File: config.mk
export PLATFORM = sky130hd
export DESIGN_NAME = serial_slave_port
export DESIGN_NICKNAME = d
export VERILOG_FILES = /design/src/rtl/serial_slave_port.sv
export SDC_FILE = /design/constraint.sdc
export NUM_CORES = 1
export LEC_CHECK = 0
export BUFFER_PORTS_ARGS = -buffer_cell sky130_fd_sc_hd__buf_4
export CELL_PAD_IN_SITES_DETAIL_PLACEMENT = 0
export CELL_PAD_IN_SITES_GLOBAL_PLACEMENT = 1
export CORE_MARGIN = 3
export CORE_UTILIZATION = 40
export CTS_CLUSTER_SIZE = 20
export DETAILED_ROUTE_END_ITERATION = 6
export PLACE_DENSITY = 0.76
export SYNTH_ARGS = -nofsm -noshare
export SYNTH_HDL_FRONTEND = slang
export SYNTH_SLANG_ARGS = --single-unit
File: constraint.sdc
create_clock -name clk -period 2.1 [get_ports clk]
set_clock_uncertainty 0.15 [all_clocks]
set_input_delay 0.42 -clock clk [delete_from_list [all_inputs] [get_ports clk]]
set_output_delay 0.42 -clock clk [all_outputs]
set_load 0.02 [all_outputs]
File: src/rtl/serial_slave_port.sv
// serial_slave_port: slave-side endpoint of the serial system bus.
// Deserialises an MSB-first address (and write data) from wr_bus, performs
// one word access on a synchronous memory port, and for reads serialises the
// returned word MSB-first on rd_bus.
//
// Handshake: an inbound bit transfers on a rising edge where
// master_valid && slave_ready; an outbound bit transfers on a rising edge
// where slave_valid && master_ready. A valid side holds its bit stable until
// the transfer happens; ready/valid never depend combinationally on the
// other side's signal. slave_ready and slave_valid are never both high.
module serial_slave_port #(
  parameter int ADDR_WIDTH = 12,
  parameter int DATA_WIDTH = 8,
  parameter int TIMEOUT    = 16
) (
  input  logic                  clk,
  input  logic                  rst,
  input  logic                  mode,
  input  logic                  wr_bus,
  input  logic                  master_valid,
  output logic                  slave_ready,
  input  logic                  master_ready,
  output logic                  slave_valid,
  output logic                  rd_bus,
  output logic [ADDR_WIDTH-1:0] mem_addr,
  output logic [DATA_WIDTH-1:0] mem_wdata,
  output logic                  mem_we,
  output logic                  mem_re,
  input  logic [DATA_WIDTH-1:0] mem_rdata,
  output logic [2:0]            dbg_state
);

  localparam int MAXW = (ADDR_WIDTH > DATA_WIDTH) ? ADDR_WIDTH : DATA_WIDTH;
  localparam int CW   = $clog2(MAXW + 1);
  localparam int IW   = $clog2(TIMEOUT + 1);

  typedef enum logic [2:0] {
    IDLE   = 3'd0,
    ADDR   = 3'd1,
    WDATA  = 3'd2,
    WRITE  = 3'd3,
    RFETCH = 3'd4,
    RLOAD  = 3'd5,
    RDATA  = 3'd6
  } state_t;

  state_t                r_state;
  logic                  r_mode;
  logic [ADDR_WIDTH-1:0] r_addr_sr;
  logic [DATA_WIDTH-1:0] r_data_sr;
  logic [DATA_WIDTH-1:0] r_rd_sr;
  logic [CW-1:0]         r_cnt;
  logic [IW-1:0]         r_idle;
  logic                  r_slave_ready;
  logic                  r_slave_valid;
  logic [ADDR_WIDTH-1:0] r_mem_addr;
  logic [DATA_WIDTH-1:0] r_mem_wdata;
  logic                  r_mem_we;
  logic                  r_mem_re;

  logic                  w_in_beat;
  logic                  w_out_beat;
  logic                  w_stall_expired;

  assign w_in_beat       = master_valid & r_slave_ready;
  assign w_out_beat      = r_slave_valid & master_ready;
  assign w_stall_expired = (r_idle == IW'(TIMEOUT - 1));

  // Transaction FSM: shift registers, counters, strobes and handshake flags.
  always_ff @(posedge clk or posedge rst) begin
    if (rst) begin
      r_state       <= IDLE;
      r_mode        <= 1'b0;
      r_addr_sr     <= '0;
      r_data_sr     <= '0;
      r_rd_sr       <= '0;
      r_cnt         <= '0;
      r_idle        <= '0;
      r_slave_ready <= 1'b0;
      r_slave_valid <= 1'b0;
      r_mem_addr    <= '0;
      r_mem_wdata   <= '0;
      r_mem_we      <= 1'b0;
      r_mem_re      <= 1'b0;
    end else begin
      // Strobes are single-cycle: raised on entry to WRITE/RFETCH only.
      r_mem_we <= 1'b0;
      r_mem_re <= 1'b0;
      case (r_state)
        IDLE: begin
          r_slave_ready <= 1'b1;
          r_slave_valid <= 1'b0;
          r_idle        <= '0;
          if (w_in_beat) begin
            r_addr_sr <= ADDR_WIDTH'(wr_bus);
            r_mode    <= mode;
            r_cnt     <= CW'(1);
            r_state   <= ADDR;
          end
        end
        ADDR: begin
          if (w_in_beat) begin
            r_addr_sr <= {r_addr_sr[ADDR_WIDTH-2:0], wr_bus};
            r_idle    <= '0;
            if (r_cnt == CW'(ADDR_WIDTH - 1)) begin
              r_cnt <= '0;
              if (r_mode) begin
                r_state <= WDATA;
              end else begin
                // Full address known: issue the read strobe next cycle.
                r_state       <= RFETCH;
                r_slave_ready <= 1'b0;
                r_mem_re      <= 1'b1;
                r_mem_addr    <= {r_addr_sr[ADDR_WIDTH-2:0], wr_bus};
              end
            end else begin
              r_cnt <= r_cnt + CW'(1);
            end
          end else if (w_stall_expired) begin
            r_state <= IDLE;
            r_cnt   <= '0;
            r_idle  <= '0;
          end else begin
            r_idle <= r_idle + IW'(1);
          end
        end
        WDATA: begin
          if (w_in_beat) begin
            r_data_sr <= {r_data_sr[DATA_WIDTH-2:0], wr_bus};
            r_idle    <= '0;
            if (r_cnt == CW'(DATA_WIDTH - 1)) begin
              r_state       <= WRITE;
              r_cnt         <= '0;
              r_slave_ready <= 1'b0;
              r_mem_we      <= 1'b1;
              r_mem_addr    <= r_addr_sr;
              r_mem_wdata   <= {r_data_sr[DATA_WIDTH-2:0], wr_bus};
            end else begin
              r_cnt <= r_cnt + CW'(1);
            end
          end else if (w_stall_expired) begin
            r_state <= IDLE;
            r_cnt   <= '0;
            r_idle  <= '0;
          end else begin
            r_idle <= r_idle + IW'(1);
          end
        end
        WRITE: begin
          r_slave_ready <= 1'b1;
          r_state       <= IDLE;
        end
        RFETCH: begin
          r_state <= RLOAD;
        end
        RLOAD: begin
          // Memory returns data the cycle after mem_re.
          r_rd_sr       <= mem_rdata;
          r_slave_valid <= 1'b1;
          r_cnt         <= '0;
          r_idle        <= '0;
          r_state       <= RDATA;
        end
        RDATA: begin
          if (w_out_beat) begin
            r_rd_sr <= r_rd_sr << 1;
            r_idle  <= '0;
            if (r_cnt == CW'(DATA_WIDTH - 1)) begin
              r_state       <= IDLE;
              r_cnt         <= '0;
              r_slave_valid <= 1'b0;
              r_slave_ready <= 1'b1;
            end else begin
              r_cnt <= r_cnt + CW'(1);
            end
          end else if (w_stall_expired) begin
            r_state       <= IDLE;
            r_cnt         <= '0;
            r_idle        <= '0;
            r_rd_sr       <= '0;
            r_slave_valid <= 1'b0;
            r_slave_ready <= 1'b1;
          end else begin
            r_idle <= r_idle + IW'(1);
          end
        end
        default: begin
          r_state       <= IDLE;
          r_slave_ready <= 1'b1;
          r_slave_valid <= 1'b0;
        end
      endcase
    end
  end

  assign slave_ready = r_slave_ready;
  assign slave_valid = r_slave_valid;
  assign rd_bus      = r_slave_valid & r_rd_sr[DATA_WIDTH-1];
  assign mem_addr    = r_mem_addr;
  assign mem_wdata   = r_mem_wdata;
  assign mem_we      = r_mem_we;
  assign mem_re      = r_mem_re;
  assign dbg_state   = r_state;

endmodule

### Yosys cells after proc, flatten, opt, wreduce, memory -nomap -nowiden

Index checks and enable logic that the tools add are counted.

| storage, ports and cells | value |
|---|---|
| register bits | 64 |
| logic and storage cells | 112 |
| input bits | 14 |
| memory bits (writable) | 0 |
| bits in latches | 0 |
| memories | 0 |
| memory bits (read-only) | 0 |

| cells by class | value |
|---|---|
| reduce and logical (&&, ||, !) cells | 20 |
| $lt $le $gt $ge | 0 |
| add/sub/neg operators | 2 |
| equal/unequal tests | 19 |
| mux-type cells | 53 |
| div/mod/pow operators | 0 |
| $mul | 0 |
| bitwise operators | 5 |
| shift-type cells | 0 |

Operator list:

| operator | number |
|---|---|
| 12-bit 2-to-1 mux | 7 |
| 12-bit one-hot mux with 2 select lines | 2 |
| 4-bit 2-to-1 mux | 7 |
| 3-bit 2-to-1 mux | 9 |
| 4-bit one-hot mux with 5 select lines | 1 |
| 3-bit one-hot mux with 6 select lines | 1 |
| 1-bit 2-to-1 mux | 17 |
| 8-bit 2-to-1 mux | 2 |
| 8-bit one-hot mux with 2 select lines | 1 |
| 5-bit 2-to-1 mux | 3 |
| 5-bit one-hot mux with 3 select lines | 1 |
| 2-bit inequality test (second input constant) | 6 |
| 3-bit inequality test (second input constant) | 4 |
| 3-bit equality test (second input constant) | 3 |
| 3-bit AND reduction | 3 |
| 2-bit AND reduction | 4 |
| 8-bit AND reduction | 1 |
| 3-bit by 2-bit equality test with 1-bit output (second input constant) | 2 |
| 6-bit AND reduction | 1 |
| 2-bit nonzero test | 3 |
| 2-bit OR reduction | 3 |
| 5-bit by 1-bit adder with 5-bit output (second input constant) | 1 |
| 5-bit by 4-bit equality test with 1-bit output (second input constant) | 1 |
| 5-bit nonzero test | 1 |
| other kinds (12) | 15 |

### Longest topological paths before layout

| depth | value |
|---|---|
| depth in word-level cells | 4 |
| gate-level depth with buffers | 8 |
| mapped depth without buffers | 6 |

### Worst setup path after synthesis

OpenSTA, ideal clock, no wires.

| timing | value |
|---|---|
| path type | flip-flop to flip-flop |
| start point | reg r_state[2] (netlist: dbg_state[2]) |
| end point | reg r_mem_wdata[0] (netlist: mem_wdata[0]) |
| setup time | 125 ps |
| data arrival time | 1588 ps |
| setup slack | 237 ps |
| path buffers | 1 |
| required time | 1825 ps |
| stages on the path, launching flop included | 4 |
| cell sequence | dfrtp_1 > buf_2 > nor4_4 > mux2_2 |

| on the way | value |
|---|---|
| cells in the longest elaborated chain, start to end | 2 |

RTL lines:

| item | RTL line | source |
|---|---|---|
| start: declaration | 47 | `state_t r_state;` |
| start signal: assignment | 72 | `r_state <= IDLE;` |
| start signal: assignment | 98 | `r_state <= ADDR;` |
| start signal: assignment | 108 | `r_state <= WDATA;` |
| 3-bit by 2-bit equality test with 1-bit output | 89 | `case (r_state)` |
| 3-bit AND reduction (no line) | - |  |
| end signal: assignment | 137 | `r_mem_wdata <= {r_data_sr[DATA_WIDTH-2:0], wr_bus};` |
| end: declaration | 57 | `logic [DATA_WIDTH-1:0] r_mem_wdata;` |

No other way between the ends.
A chain may end at the register's enable or synchronous reset.

### Final worst setup path

| timing | value |
|---|---|
| start point | reg r_state[1] (netlist: dbg_state[1]) |
| end point | reg r_cnt[3] |

| on the way | value |
|---|---|
| cells in the longest elaborated chain, start to end | 3 |
| elaborated cells on any way between the ends | 9 |
| classes of those cells | eq/ne (5); mux (1); reduce/logical (3) |

RTL lines:

| item | RTL line | source |
|---|---|---|
| 3-bit equality test (tied with other cells) | 89 |  |
| 5-bit nonzero test (no line) / 2-bit inequality test (equally long branches) | - |  |
| 2-bit AND reduction (no line) | - |  |
| end signal: assignment | 117 | `r_cnt <= r_cnt + CW'(1);` |
| end signal: assignment | 139 | `r_cnt <= r_cnt + CW'(1);` |
| end signal: assignment | 174 | `r_cnt <= r_cnt + CW'(1);` |
| end: declaration | 52 | `logic [CW-1:0] r_cnt;` |

Several ways; a longest one is shown, not always the timed one.

==> results.tsv <==
stage	metric	value	unit
outcome	status	finished, final reports clean	
clock_tree	post-CTS setup repair buffer count	0	
timing	Min Clock Period, post-route	1980	ps
setup_path	R2R Setup Slk	120	ps
grt	global routing usage on met1	0.226	
route	DRC errors left	0	
synthesis	Synth Area per Inst	10.2	um2
power_and_ir_drop	static leakage	1.77	nW
power_and_ir_drop	Flop pwr share	0.375	
timing	RSZ-0062 raised after global routing	no	
setup_path	worst setup path class	flip-flop to flip-flop	
cells_and_area	Area growth, synth to finish	23.7	%
timing	worst slew pin tran	464	ps
placement	Post-DP Area	0.00366	mm2
synthesis	Area contributors post-synth	dfrtp_1 (51%), mux2_2 (6.1%), a21oi_1 (4.5%)	
synthesis	Seq/Total Area, Yosys	0.511	
grt	first-pass GRT wire length	11.7	mm
route	DRT iter0 DRCs	142	
cells_and_area	Fillers	687	
timing	FMAX	0.504	GHz
route	post-route ant nets	0	
power_and_ir_drop	Internal	3.08	mW
grt	gr busiest metal	met2	
power_and_ir_drop	net switching power	1.73	mW
timing	Hold Slack	5.12	ps
floorplanning	core area	0.00741	mm2
grt	number of global-route vias before repair	2384	
synthesis	most frequent cell after synthesis	dfrtp_1	
synthesis	Synth top cells by count	dfrtp_1 (64), nand2_1 (36), a21oi_1 (28)	
setup_path	Worst setup SP type	flip-flop	
power_and_ir_drop	maximum vdd drop	0.400	mV
timing	max-slew violations	0	
placement	placed insts	448	
clock_tree	clk_lat worst skew	340	ps
grt	largest net degree at the start of global routing	65	
route	average wire per standard cell	14.5	um
grt	GR Util All Layers	0.165	
clock_tree	clock-pin slew on the worst setup and hold paths	70	ps
clock_tree	Sink Count	64	
grt	met2 Use GR	0.254	
route	via-per-instance ratio	5.27	
timing	final worst path period share	0.944	
floorplanning	Initial Util	0.423	
floorplanning	Die Span Y	94.5	um
placement	DP HPWL	4.53	mm
cells_and_area	share of cells above drive strength 1	0.275	
placement	port bufs	41	
power_and_ir_drop	P per Cell Area	1240	mW/mm2
route	1st-pass router iterations	4	
setup_path	CP Max Fanout	11	
synthesis	synthesis-stage register bit count	64	
synthesis	post-synth top area share	0.511	
setup_path	crit-path cells	nand2b_1 -> a2bb2oi_4 -> o31ai_4 -> a21boi_0 -> o22ai_1	
setup_path	Max stage delay on crit path	540	ps
synthesis	async set-reset flop share out of synthesis	1.00	
synthesis	post-synthesis cell area	0.00314	mm2
cells_and_area	ANT cells	0	
setup_path	Critical Path RT	2210	ps
clock_tree	clk buf depth	2	
synthesis	synth unique cells	53	
synthesis	Post-Synthesis Cells	308	
power_and_ir_drop	Comb power frac	0.386	
timing	Final setup viols	0	
cells_and_area	Non-Filler Instances	462	
clock_tree	CTS tree	built	
cells_and_area	Final Net Count	376	
setup_path	crit path DAT	2090	ps
power_and_ir_drop	clock share of power	0.239	
grt	Remaining Overflow, GRT	0	
placement	GP Congestion	0.825	
cells_and_area	Post-Layout Inst Area	0.00388	mm2
grt	met3 usage in global routing	0.0422	
floorplanning	io pins	42	
timing	Fin. Hold Viols	0	
synthesis	Synth area leader	dfrtp_1	
floorplanning	row cnt	31	
setup_path	crit path max-delay cell type	dfrtp_1	
clock_tree	CTS Buf Count	9	
clock_tree	CTS root buffer	clkbuf_8	
setup_path	Crit. End Element	flip-flop	
synthesis	EDFF count, synth	0	
route	drt total wl	6.72	mm
grt	initial antenna violation count	0	
power_and_ir_drop	sw frac	0.359	
worst_hold_path	Hold WC Path Type	input pin to asynchronous set/reset pin	
clock_tree	H-tree levels	3	
synthesis	Main synth FF type	dfrtp_1	
synthesis	Yosys Warn Count	0	
clock_tree	# hold bufs at CTS	0	
synthesis	syn nets	324	
timing	relative slew slack	0.691	
floorplanning	Die W	94.5	um
run	max cap viols	0	
timing	Sum Neg Setup Slack	0	ps
floorplanning	Die Area	0.00894	mm2
route	via count	2435	
==> kinds of logic (layout without fill, tap and decap cells) <==
group / count (synthesis) / in the layout / synth area share
multiplexers: 29 / 29 / 0.0994
adder cells (fa/ha/maj): 3 / 3 / 0.0112
XOR/XNOR: 1 / 1 / 0.00279
flip-flops: 64 / 64 / 0.511
AND/OR/NAND/NOR: 108 / 108 / 0.181
AO/OA/AOI/OAI: 79 / 79 / 0.160
buffers and inverters: 24 / 79 / 0.0351
==> flip-flops by register name (all words and copies together) (netlist names) <==
name	cells
r_addr_sr	12
mem_addr	12
r_rd_sr	8
r_idle	5
mem_wdata	8
slave_valid	1
dbg_state	3
r_data_sr	7
slave_ready	1
r_mode	1
mem_re	1
r_cnt	4
mem_we	1
==> cells in the final DEF, fill, tap and decap left out, drive strengths merged, types with 5 or more instances in the layout <==
master and count:
dfrtp 64, buf 59, nand2 37, a21oi 28
o21ai 26, nor2 21, mux2 17, mux2i 12
clkbuf 11, and3 8, nor3 8, nand3 7
nor2b 6, inv 5
==> cell type report <==
type / instances / area, um2 / share of cell area
multi-input combinational: 220 / 1440 / 0.371
clock buffer: 11 / 141 / 0.0364
tap: 99 / 124 / 0.0319
timing repair buffer: 59 / 480 / 0.124
clock inverter: 3 / 67.6 / 0.0174
inverter: 6 / 26.3 / 0.00677
sequential: 64 / 1600 / 0.413
==> through the flow <==
stage / power (mW) / utilization / setup slack, ps
3_3_place_gp: 3.63 / 0.493 / 139
4_1_cts: 4.83 / 0.522 / 75.1
6_report: 4.80 / 0.524 / 117
3_5_place_dp: 3.65 / 0.493 / 111
5_1_grt: 5.15 / 0.524 / 29.1
2_1_floorplan: 3.05 / - / 237
==> power by group through the flow <==
stage / Clock [mW] / Sequential (mW) / Combinational (mW)
4_1_cts: 1.19 / 1.80 / 1.83
5_1_grt: 1.23 / 1.86 / 2.06
3_5_place_dp: 0 / 1.83 / 1.82
6_report: 1.15 / 1.80 / 1.85
3_3_place_gp: 0 / 1.81 / 1.81
2_1_floorplan: 0 / 1.90 / 1.15
==> repair_timing <==
item                                   in CTS  in global routing
setup endpoints to repair                   0                  4
endpoints found under the hold margin       0                  0
gates resized for setup                     0                  2
==> worst max-delay path, delay by kind of cell, from the launching register on <==
kind	cells	cell delay [ps]
AOI/OAI and AO/OA	4	890
DFF	1	540
and+or+nand+nor	1	310
==> layer usage <==
| layer | vias up | share of wire |
|---|---|---|
| met3 | 6 | 0.048 |
| met2 | 51 | 0.47 |
| li1 | 1205 | - |
| met1 | 1173 | 0.47 |
| met5 | - | 0 |
| met4 | 0 | 0.012 |
==> worst paths after layout <==
check	from	to	cells past startpoint
worst max-delay path	dbg_state[1]	r_cnt[3]	5
worst min-delay path	rst	r_idle[3]	3
worst max register to register	dbg_state[1]	r_cnt[3]	5
worst min register to register	r_rd_sr[4]	r_rd_sr[4]	2
max in group asynchronous	rst	r_cnt[2]	3
min in group clk	mode	r_mode	2
No activity file was read; power rests on OpenSTA's default activity.
